===== config.mk =====
export PLATFORM = sky130hd
export DESIGN_NAME = alu_arbiter
export DESIGN_NICKNAME = d
export VERILOG_FILES = /design/src/rtl/alu_arbiter.sv
export SDC_FILE = /design/constraint.sdc
export NUM_CORES = 1
export LEC_CHECK = 0
export ABC_AREA = 0
export CORE_AREA = 2 2 72 74
export DETAILED_ROUTE_END_ITERATION = 12
export DIE_AREA = 0 0 74 76
export HOLD_SLACK_MARGIN = 0.02
export PLACE_DENSITY = 0.77
export SLEW_MARGIN = 20
export SYNTH_ARGS = -nofsm -noshare
export SYNTH_HDL_FRONTEND = slang
export SYNTH_SLANG_ARGS = --single-unit

===== constraint.sdc =====
create_clock -name clk -period 1.6 [get_ports clk]
set_input_delay 0.4 -clock clk [delete_from_list [all_inputs] [get_ports clk]]
set_output_delay 0.4 -clock clk [all_outputs]
set_load 0.01 [all_outputs]

===== src/rtl/alu_arbiter.sv =====
// alu_arbiter: round-robin arbiter sharing one combinational ALU between two
// requesters, with valid/ready handshakes on both commands and responses.
//   clk, rst_n            clock (rising edge), async active-low reset
//   reqN_valid/ready      command handshake for requester N (N = 0, 1)
//   reqN_a/_b/_op         operands and op code of requester N
//   rspN_valid/ready      response handshake for requester N
//   rsp_result/_carry/_overflow/_zero/_err  captured response (shared)
//   alu_a/_b/_op          operands driven to the ALU (zero outside EXEC)
//   alu_result/_carry/_overflow/_zero       ALU outputs
// Optional feature: define ALU_DIV0_TRAP_EN to trap divide-by-zero (op 3, b == 0)
// without driving the ALU; otherwise rsp_err is tied to 0.
module alu_arbiter #(
  parameter int WIDTH = 8,
  parameter int OPW   = 4,
  parameter int LAT   = 1
) (
  input  logic             clk,
  input  logic             rst_n,
  input  logic             req0_valid,
  output logic             req0_ready,
  input  logic [WIDTH-1:0] req0_a,
  input  logic [WIDTH-1:0] req0_b,
  input  logic [OPW-1:0]   req0_op,
  input  logic             req1_valid,
  output logic             req1_ready,
  input  logic [WIDTH-1:0] req1_a,
  input  logic [WIDTH-1:0] req1_b,
  input  logic [OPW-1:0]   req1_op,
  output logic             rsp0_valid,
  input  logic             rsp0_ready,
  output logic             rsp1_valid,
  input  logic             rsp1_ready,
  output logic [WIDTH-1:0] rsp_result,
  output logic             rsp_carry,
  output logic             rsp_overflow,
  output logic             rsp_zero,
  output logic             rsp_err,
  output logic [WIDTH-1:0] alu_a,
  output logic [WIDTH-1:0] alu_b,
  output logic [OPW-1:0]   alu_op,
  input  logic [WIDTH-1:0] alu_result,
  input  logic             alu_carry,
  input  logic             alu_overflow,
  input  logic             alu_zero
);

  localparam int CW = (LAT > 1) ? $clog2(LAT) : 1;

  typedef enum logic [1:0] {IDLE, EXEC, RESP} state_t;

  state_t           state;
  logic             last_grant;
  logic             id;
  logic [CW-1:0]    cnt;
  logic             grant0;
  logic             grant1;
  logic             accept;
  logic             div0;
  logic [WIDTH-1:0] sel_a;
  logic [WIDTH-1:0] sel_b;
  logic [OPW-1:0]   sel_op;

  always_comb begin
    // On contention the requester that did not win last time is granted.
    grant0     = req0_valid & (~req1_valid | last_grant);
    grant1     = req1_valid & ~grant0;
    // Gated by rst_n so readies read 0 while reset is held.
    req0_ready = rst_n & (state == IDLE) & grant0;
    req1_ready = rst_n & (state == IDLE) & grant1;
    accept     = (state == IDLE) & (grant0 | grant1);
    sel_a      = grant1 ? req1_a  : req0_a;
    sel_b      = grant1 ? req1_b  : req0_b;
    sel_op     = grant1 ? req1_op : req0_op;
`ifdef ALU_DIV0_TRAP_EN
    div0       = (sel_op == OPW'(3)) && (sel_b == '0);
`else
    div0       = 1'b0;
`endif
  end

`ifndef ALU_DIV0_TRAP_EN
  always_comb rsp_err = 1'b0;
`endif

  always_ff @(posedge clk or negedge rst_n) begin
    if (!rst_n) begin
      state        <= IDLE;
      last_grant   <= 1'b1;
      id           <= 1'b0;
      cnt          <= '0;
      alu_a        <= '0;
      alu_b        <= '0;
      alu_op       <= '0;
      rsp0_valid   <= 1'b0;
      rsp1_valid   <= 1'b0;
      rsp_result   <= '0;
      rsp_carry    <= 1'b0;
      rsp_overflow <= 1'b0;
      rsp_zero     <= 1'b0;
`ifdef ALU_DIV0_TRAP_EN
      rsp_err      <= 1'b0;
`endif
    end else begin
      case (state)
        IDLE: begin
          if (accept) begin
            last_grant <= grant1;
            id         <= grant1;
            cnt        <= CW'(LAT - 1);
            if (div0) begin
              // Trapped command: straight to RESP, ALU left idle.
              rsp_result   <= '1;
              rsp_carry    <= 1'b0;
              rsp_overflow <= 1'b0;
              rsp_zero     <= 1'b1;
`ifdef ALU_DIV0_TRAP_EN
              rsp_err      <= 1'b1;
`endif
              rsp0_valid   <= ~grant1;
              rsp1_valid   <= grant1;
              state        <= RESP;
            end else begin
              alu_a  <= sel_a;
              alu_b  <= sel_b;
              alu_op <= sel_op;
              state  <= EXEC;
            end
          end
        end
        EXEC: begin
          if (cnt == '0) begin
            rsp_result   <= alu_result;
            rsp_carry    <= alu_carry;
            rsp_overflow <= alu_overflow;
            rsp_zero     <= alu_zero;
`ifdef ALU_DIV0_TRAP_EN
            rsp_err      <= 1'b0;
`endif
            alu_a        <= '0;
            alu_b        <= '0;
            alu_op       <= '0;
            rsp0_valid   <= ~id;
            rsp1_valid   <= id;
            state        <= RESP;
          end else begin
            cnt <= cnt - 1'b1;
          end
        end
        RESP: begin
          if ((!id && rsp0_ready) || (id && rsp1_ready)) begin
            rsp0_valid <= 1'b0;
            rsp1_valid <= 1'b0;
            state      <= IDLE;
          end
        end
        default: state <= IDLE;
      endcase
    end
  end

endmodule

==> impl_metrics.csv, run 1 <==
group,metric,value,unit
outcome,status,"finished with violations",
outcome,violations,"negative setup slack",
finish,finalNetCount,302,
logic_synthesis,synth_nets,205,
logic_synthesis,yosysSeqAreaShare,48.8,%
timing,fin_crit_sh,101,%
floorplan,ios,93,
routing,drt_iter0_drc,19,
worst_hold_path,min_path_type,"input pin to async pin",
pwr,p_int,3.55,mW
finish,fillers,414,
logic_synthesis,mappedNetlistArea,1900,µm²
timing,setup-violations-final,2,
job,max_cap_viol_count,0,
logic_synthesis,ys_ff_latch,37,
clock_network,cts_htree_levels,2,
clock_network,cts_tree,"done",
logic_synthesis,yosysUniqueCellTypes,25,
logic_synthesis,synth.avg_cell_area,12.9,µm²
floorplan,core-area,4910,µm²
routing,totalWireLength,4250,µm
timing,setup_ws,-0.0165,ns
routing,ant_nets,0,
worst_setup_path,cp-start-kind,"flop",
finish,mostFrequentLayoutCell,"clkdlybuf4s50_1",
finish,final_cell_mix,"54 x clkdlybuf4s50_1, 42 x mux2i_1, 36 x dfrtp_1, 26 x dlymetal6s2s_1, 22 x nand2_1",
timing,rsz0062_at_grt,"yes",
floorplan,placementRows,26,
floorplan,die_h,76,µm
global_route,gr-total-overflow,0,
clock_network,cts.clk_slew.worst_paths,0.08,ns
global_route,grt_usage,15.7,%
worst_setup_path,endpoint_kind,"primary output",
placement,gp_congestion,0.734,
pwr,swShare,32.5,%
pwr,leakage,1.67,nW
clock_network,clk_path_buf_depth,2,
worst_setup_path,crit_required,1.20,ns
worst_setup_path,critPathKind,"flop to primary output",
pwr,ir_drop,0.00123,V
clock_network,cts_made_buffers,5,
clock_network,clk_latency,0.29,ns
placement,dp_hpwl,3040,µm
global_route,grt_max_degree,38,
worst_setup_path,crit_fanout,2,
placement,io_buffer_count,91,
routing,drc,0,
routing,first_pass_iters,4,
timing,slew_viol_final,0,
clock_network,clockRootBuffer,"clkbuf_8",
timing,hold_violations,0,
pwr,switchingPower,1.71,mW
logic_synthesis,synth_cells,148,
timing,clock.fmax,0.619,GHz
placement,place_inst,305,
pwr,p_comb_share,50.6,%
clock_network,cts.sinks,37,
floorplan,fp.dieW,74,µm
finish,diodes,0,
finish,drive_gt1_share,17.9,%
floorplan,die_area,5620,µm²
timing,finClkSkew,0.00933,ns
finish,stdcell_count,316,
global_route,grt_pass1_wl,6920,µm
finish,areaGrowthSynthToFinish,59.8,%
pwr,power_frac_clock,18.1,%
global_route,grt_antenna_before_repair,0,
pwr,p_per_area,1730,nW/µm²
worst_setup_path,crit_arrival,1.22,ns
placement,pre_cts_ws,-0.536,ns
routing,avgRoutedWirePerCell,13.4,µm
routing,viasPerCell,4.54,
clock_network,holdBufCountCts,0,
pwr,seq_power_share,31.3,%
floorplan,initial_core_util,38.7,%
routing,vias,1434,
timing,period_needed,1.62,ns
logic_synthesis,synth_warnings,0,
global_route,first_global_vias,1511,
what timing repair did:
item / CTS / global route
setup buffers: 1 / 2
endpoints found under the setup margin: 8 / 28
gates resized for setup: 20 / 31
pin swaps: 4 / 3
path summary, 6_finish.rpt:
kind	from	to	slack, ns	cells past startpoint
max	state[0]	req1_ready	-0.02	5
min	rst_n	rsp1_valid	0.22	2
max reg2reg	last_grant	alu_a[2]	0.10	4
min reg2reg	last_grant	last_grant	0.50	2
max in group asynchronous	rst_n	last_grant	1.02	2
min in group clk	last_grant	last_grant	0.50	2
power by group through the flow:
| stage | Sequential, mW | Combinational [mW] | Clock [mW] |
|---|---|---|---|
| floorplan | 1.86 | 1.50 | 0 |
| global placement | 1.66 | 2.71 | 0 |
| CTS | 1.66 | 2.73 | 0.977 |
| global route | 1.71 | 2.91 | 1.03 |
| detailed placement | 1.67 | 2.75 | 0 |
| finish | 1.65 | 2.67 | 0.951 |
synthesized netlist by cell type:
library cell	count	share of area, %
nand3b_1	2	0.79
mux2_4	7	5.5
nor2_1	1	0.20
a21bo_1	1	0.53
buf_8	1	0.79
a21oi_2	2	0.92
inv_1	4	0.79
nand2b_1	1	0.33
a21oi_1	2	0.53
o21a_1	1	0.39
conb_1	1	0.20
buf_12	4	4.2
nand2_1	23	4.5
nor3_2	2	1.1
a211oi_1	1	0.39
nand2b_4	1	0.72
nor3_1	2	0.53
buf_6	4	2.4
mux2_2	4	2.4
dfstp_2	1	1.4
nor2_2	1	0.33
buf_4	3	1.2
nand4b_1	1	0.46
mux2i_1	42	22
dfrtp_1	36	47
per-stage QoR:
stage          util [%]  TNS, ns  area [µm²]  hold slack (ns)  total power, mW
2_1_floorplan         -        0        1900            0.104             3.36
3_3_place_gp       57.1    -5.81        2810            0.487             4.37
3_5_place_dp       57.1    -6.47        2810            0.495             4.42
4_1_cts            59.8  -0.0674        2940            0.246             5.37
5_1_grt            61.9   -0.204        3040            0.266             5.64
6_report           61.9  -0.0215        3040            0.224             5.27
cell type report:
type	count	area (µm²)	share of cell area [%]
Timing Repair Buffer	102	1060	35.0
Sequential cell	37	927	30.5
Multi-Input combinational cell	95	812	26.7
Tap cell	70	87.6	2.88
Clock buffer	5	68.8	2.26
Clock inverter	3	65.1	2.14
Inverter	4	15.0	0.494
flip-flops by register name, summed over array words and instances, names as in the netlist:
register      count
rsp_zero          1
last_grant        1
rsp1_valid        1
state             2
id                1
rsp_result        8
rsp0_valid        1
alu_b             8
alu_a             8
rsp_carry         1
rsp_overflow      1
alu_op            4
kinds of logic (layout without fill, tap and decap cells):
logic type      Yosys count  after routing  share of synthesized area [%]
mux                      53             53                           30.0
flops                    37             37                           48.8
simple gates             34             34                           8.95
buf+inv                  16            114                           9.34
compound gates            7              7                           2.76
other cells               1              1                          0.197
layer usage:
layer | GRT usage (%) | up-vias | wire (µm)
li1 | - | 692 | -
met1 | 20.5 | 680 | 1870
met2 | 25.4 | 57 | 2050
met3 | 4.50 | 5 | 294
met4 | 3.82 | 0 | 38
met5 | 0 | - | 0
critical path, cell delays in order (launching register included):
cell	delay (ns)
dfrtp_1	0.39
nor2_2	0.16
nand2_2	0.09
buf_6	0.12
nor2_4	0.07
buf_6	0.10
Power figures use the tool's default switching activity.
==> run 2, diff against run 1 <==
CELL_PAD_IN_SITES_DETAIL_PLACEMENT = 0   (was default)
CELL_PAD_IN_SITES_GLOBAL_PLACEMENT = 1   (was default)
CORE_AREA = 2 2 82 84   (was 2 2 72 74)
DIE_AREA = 0 0 84 86   (was 0 0 74 76)
GPL_TIMING_DRIVEN = 0   (was default)
PLACE_DENSITY = 0.78   (was 0.77)
==> impl_metrics.csv, run 2 (synthesized netlist as in run 1, its figures left out) <==
group,metric,value,unit
worst_setup_path,cp_slowest_cell,"dfrtp_1",
worst_setup_path,crit_required,1.20,ns
finish,areaGrowthSynthToFinish,66.9,%
floorplan,ios,93,
placement,io_buffer_count,91,
worst_setup_path,critPathMaxStageDelay,0.38,ns
routing,first_pass_iters,4,
global_route,grt_pass1_wl,7530,µm
worst_setup_path,r2r_setup_slack,0.18,ns
finish,stdcell_count,329,
worst_setup_path,crit_arrival,1.24,ns
worst_setup_path,crit_fanout,2,
clock_network,cts_htree_levels,2,
finish,diodes,0,
timing,period_needed,1.64,ns
placement,dp_hpwl,3220,µm
worst_setup_path,endpoint_kind,"primary output",
placement,placed_cell_area,2920,µm²
floorplan,core-area,6280,µm²
routing,ant_nets,0,
worst_setup_path,critPathCapture,"req0_ready",
global_route,grt_usage,13.3,%
clock_network,cts_tree,"done",
timing,fin_crit_sh,102,%
routing,drt_iter0_drc,21,
global_route,gr-total-overflow,0,
finish,final_cell_mix,"53 x clkdlybuf4s50_1, 42 x mux2i_1, 35 x dfrtp_1, 30 x dlymetal6s2s_1, 22 x nand2_1",
outcome,status,"finished with violations",
floorplan,placementRows,29,
job,max_cap_viol_count,0,
worst_setup_path,critPathKind,"flop to primary output",
finish,finalNetCount,308,
timing,hold_violations,0,
worst_setup_path,timing.rr.end,"alu_b[2]",
global_route,grt_max_degree,16,
floorplan,fp.dieW,84,µm
global_route,first_global_vias,1542,
floorplan,initial_core_util,30.3,%
timing,finClkSkew,0.00231,ns
clock_network,clk_path_buf_depth,2,
clock_network,cts.clk_slew.worst_paths,0.07,ns
routing,avgRoutedWirePerCell,13.7,µm
finish,design_area,3170,µm²
worst_setup_path,critPathLaunch,"state[0]",
routing,vias,1439,
placement,place_inst,317,
clock_network,clockRootBuffer,"clkbuf_8",
worst_setup_path,path_cells,"buf_6 -> nor2_4 -> nand2_2 -> a211oi_2 -> buf_2",
timing,setup-violations-final,1,
worst_hold_path,min_path_type,"input pin to async pin",
floorplan,die_area,7220,µm²
placement,gp_congestion,0.714,
timing,clock.fmax,0.611,GHz
worst_setup_path,cp-start-kind,"flop",
finish,drive_gt1_share,19.0,%
pwr,p_per_area,1680,nW/µm²
timing,slew_viol_final,0,
routing,drc,0,
timing,rsz0062_at_grt,"yes",
worst_setup_path,reg2reg_depth,5,
clock_network,cts.sinks,37,
routing,viasPerCell,4.37,
pwr,leakage,1.77,nW
timing,setup_ws,-0.0364,ns
finish,reg.largest.list,"alu_a: 8 flops, alu_b: 8 flops, rsp_result: 8 flops",
global_route,grt_antenna_before_repair,0,
outcome,violations,"negative setup slack",
clock_network,cts_made_buffers,5,
finish,mostFrequentLayoutCell,"clkdlybuf4s50_1",
worst_setup_path,worstReg2RegStart,"last_grant",
clock_network,clk_latency,0.28,ns
floorplan,die_h,86,µm
routing,totalWireLength,4510,µm
pwr,ir_drop,0.000681,V
## run 2: worst min path at each step
| stage | end | slack [ns] | depth (start not counted) |
|---|---|---|---|
| 2_1_floorplan | alu_a[0] | 0.10 | 0 |
| 3_3_place_gp | rsp_zero | 0.49 | 1 |
| 3_5_place_dp | rsp_result[5] | 0.28 | 1 |
| 4_1_cts | alu_b[3] | 0.04 | 2 |
| 5_1_grt | alu_b[5] | 0.03 | 2 |
| 6_report | alu_b[3] | 0.04 | 2 |
## run 2: timing repair
item | CTS | global route
resized for setup | 21 | 30
buffers inserted | 4 | 0
cloned | 1 | 0
pin swaps | 4 | 1
hold buffers | 1 | 0
setup endpoints to repair | 5 | 34
endpoints found under the hold margin | 9 | 0
## run 2: worst max-delay path, delay by kind of cell, from the launching register on
family	cells	cell delay (ns)
flops	1	0.38
buf+inv	2	0.28
compound gates	1	0.14
simple gates	2	0.14
## run 2: area by class of cell
cell class	count	area, µm²
fillers	584	3100
multi-input cells	95	810
repair buffers	98	1070
inverters	4	15.0
plain buffers	10	136
flip-flops and latches	37	928
clock inverters	1	30.0
well taps	77	96.3
clock buffers	7	86.3
## run 2: through the flow
stage                     setup slack (ns)  power, mW  util [%]  hold slack, ns  TNS, ns
after floorplan                      0.182       3.36         -           0.104        0
after global placement               -2.12       4.60      46.3           0.488   -39.81
after detailed placement            -0.852       4.63      46.6           0.283    -5.15
after CTS                          -0.0462       5.55      49.7          0.0401  -0.0917
after global routing                -0.134       5.74      50.6          0.0329   -0.217
final                              -0.0364       5.33      50.6          0.0399  -0.0364
## run 2: power by group
part           leakage [nW]  internal [mW]  switching (mW)
registers             0.447           1.41           0.225
logic                  1.26           1.67            1.19
clock network        0.0585          0.508           0.323
total                  1.77           3.59            1.74
## run 2: routing by layer
layer	GRT usage, %	routed length [µm]	up-vias
met2	20.7	2010	57
met1	17.7	2140	669
met3	4.81	307	5
met5	0	0	-
li1	-	-	708
met4	3.52	43	0
==> run 3, diff against run 2 <==
CORE_AREA = 2 2 78 88   (was 2 2 82 84)
DIE_AREA = 0 0 80 90   (was 0 0 84 86)
RECOVER_POWER = 25   (was default)
==> impl_metrics.csv, run 3 (synthesized netlist as in run 1, its figures left out) <==
group,metric,value,unit
outcome,status,"finished with violations",
outcome,violations,"negative setup slack",
timing,slew_viol_final,0,
pwr,ir_drop,0.000672,V
worst_setup_path,r2r_setup_slack,-0.05,ns
routing,drt_iter0_drc,38,
floorplan,die_area,7200,µm²
worst_setup_path,crit_fanout,2,
global_route,grt_usage,12.4,%
global_route,grt_pass1_wl,7020,µm
floorplan,core-area,6360,µm²
routing,totalWireLength,4730,µm
global_route,gr-total-overflow,0,
finish,fillers,621,
routing,ant_nets,0,
timing,maxSlewHeadroom,28.9,%
finish,reg.largest.list,"alu_a: 8 flops, alu_b: 8 flops, rsp_result: 8 flops",
clock_network,clk_latency,0.28,ns
routing,drc,0,
finish,mostFrequentLayoutCell,"clkdlybuf4s50_1",
worst_setup_path,crit_arrival,1.28,ns
timing,fin_crit_sh,105,%
worst_setup_path,endpoint_kind,"primary output",
worst_setup_path,cp-start-kind,"flop",
timing,tightest_slew,1.07,ns
worst_setup_path,critPathTopFamily,"flip-flops",
worst_setup_path,worstReg2RegStart,"state[0]",
clock_network,cts.sinks,37,
worst_setup_path,critPathBufInv,1,
finish,finalNetCount,316,
floorplan,initial_core_util,29.9,%
timing,hold_violations,0,
clock_network,cts_made_buffers,5,
worst_setup_path,critPathMaxStageDelay,0.42,ns
timing,setup-violations-final,19,
finish,drive_gt1_share,20.8,%
worst_setup_path,cp_slowest_cell,"dfrtp_1",
clock_network,cts_htree_levels,2,
global_route,first_global_vias,1445,
routing,vias,1488,
worst_setup_path,critPathKind,"flop to primary output",
global_route,grt_antenna_before_repair,0,
finish,areaGrowthSynthToFinish,68.1,%
clock_network,clockRootBuffer,"clkbuf_8",
worst_setup_path,critPathLaunch,"state[0]",
pwr,leakage,1.75,nW
timing,setup_ws,-0.0774,ns
worst_setup_path,crit_required,1.20,ns
worst_setup_path,path_cells,"nor2_4 -> nand2_2 -> a211oi_2 -> buf_2",
pwr,p_per_area,1700,nW/µm²
timing,clock.fmax,0.596,GHz
clock_network,clk_path_buf_depth,2,
floorplan,ios,93,
routing,viasPerCell,4.35,
worst_hold_path,min_path_type,"input pin to async pin",
global_route,grt_max_degree,20,
floorplan,die_h,90,µm
placement,gp_congestion,0.766,
placement,place_inst,322,
timing,finClkSkew,0.00505,ns
finish,diodes,0,
routing,avgRoutedWirePerCell,13.8,µm
timing,setup-tns-final,-0.499,ns
timing,rsz0062_at_grt,"yes",
clock_network,cts.clk_slew.worst_paths,0.07,ns
clock_network,cts_tree,"done",
finish,stdcell_count,342,
placement,io_buffer_count,91,
finish,final_cell_mix,"56 x clkdlybuf4s50_1, 42 x mux2i_1, 35 x dfrtp_1, 27 x dlymetal6s2s_1, 22 x nand2_1",
routing,first_pass_iters,4,
placement,dp_hpwl,3260,µm
floorplan,placementRows,31,
job,max_cap_viol_count,0,
floorplan,fp.dieW,80,µm
timing,period_needed,1.68,ns
-- run 3: cell count changes in the layout (fill, tap and decap cells not counted), sizes merged, moves of 2 or more --
cell / before / now
buf: 18 / 24
clkinv: 0 / 2
dlymetal6s2s: 30 / 27
clkdlybuf4s50: 53 / 56
clkbuf: 7 / 10
-- run 3: stage by stage --
stage | instance area [µm²] | power [mW] | hold WS, ns | utilization, % | setup WS (ns)
6_report | 3200 | 5.43 | 0.0871 | 50.3 | -0.0774
5_1_grt | 3200 | 5.78 | 0.0726 | 50.3 | -0.153
4_1_cts | 3070 | 5.39 | 0.0841 | 48.2 | -0.0501
3_5_place_dp | 2940 | 4.65 | 0.424 | 46.2 | -0.843
3_3_place_gp | 2920 | 4.60 | 0.488 | 45.8 | -2.07
2_1_floorplan | 1900 | 3.36 | 0.104 | - | 0.182
-- run 3: cell type report --
class / instances / area [µm²] / area share [%]
plain buffers: 10 / 145 / 4.54
well taps: 82 / 103 / 3.21
repair buffers: 106 / 1110 / 34.8
flip-flops and latches: 37 / 928 / 29.0
multi-input cells: 95 / 810 / 25.3
clock inverters: 2 / 10.0 / 0.313
inverters: 4 / 15.0 / 0.470
clock buffers: 6 / 72.6 / 2.27
-- run 3: path summary, 6_finish.rpt --
path / cells past startpoint / to
setup / recovery: 4 / req0_ready
hold / removal: 1 / last_grant
setup reg to reg: 9 / alu_b[0]
hold reg to reg: 1 / rsp_result[2]
max in group asynchronous: 2 / state[1]
min in group clk: 1 / rsp_result[2]
-- run 3: layer usage --
layer | global-route usage [%] | vias up | routed length [µm]
li1 | - | 722 | -
met1 | 17.1 | 705 | 2120
met2 | 19.0 | 56 | 2270
met3 | 3.61 | 5 | 302
met4 | 3.25 | 0 | 44
met5 | 0 | - | 0
-- run 3: worst reg2reg max path, delay by kind of cell, from the launching register on --
kind,cells,cell delay (ns)
mux,1,0.18
compound gates,1,0.12
buf+inv,6,0.70
flops,1,0.42
simple gates,1,0.14
-- run 3: where the power goes --
part	switching (mW)	internal, mW
registers	0.240	1.41
logic	1.25	1.89
clock network	0.333	0.302
-- run 3: repair_timing --
| item | CTS | global route |
|---|---|---|
| gates cloned | 0 | 2 |
| pin swaps | 3 | 3 |
| buffers inserted | 6 | 5 |
| endpoints found under the hold margin | 19 | 0 |
| resized for setup | 20 | 32 |
| endpoints found under the setup margin | 5 | 67 |
| hold buffers | 1 | 0 |
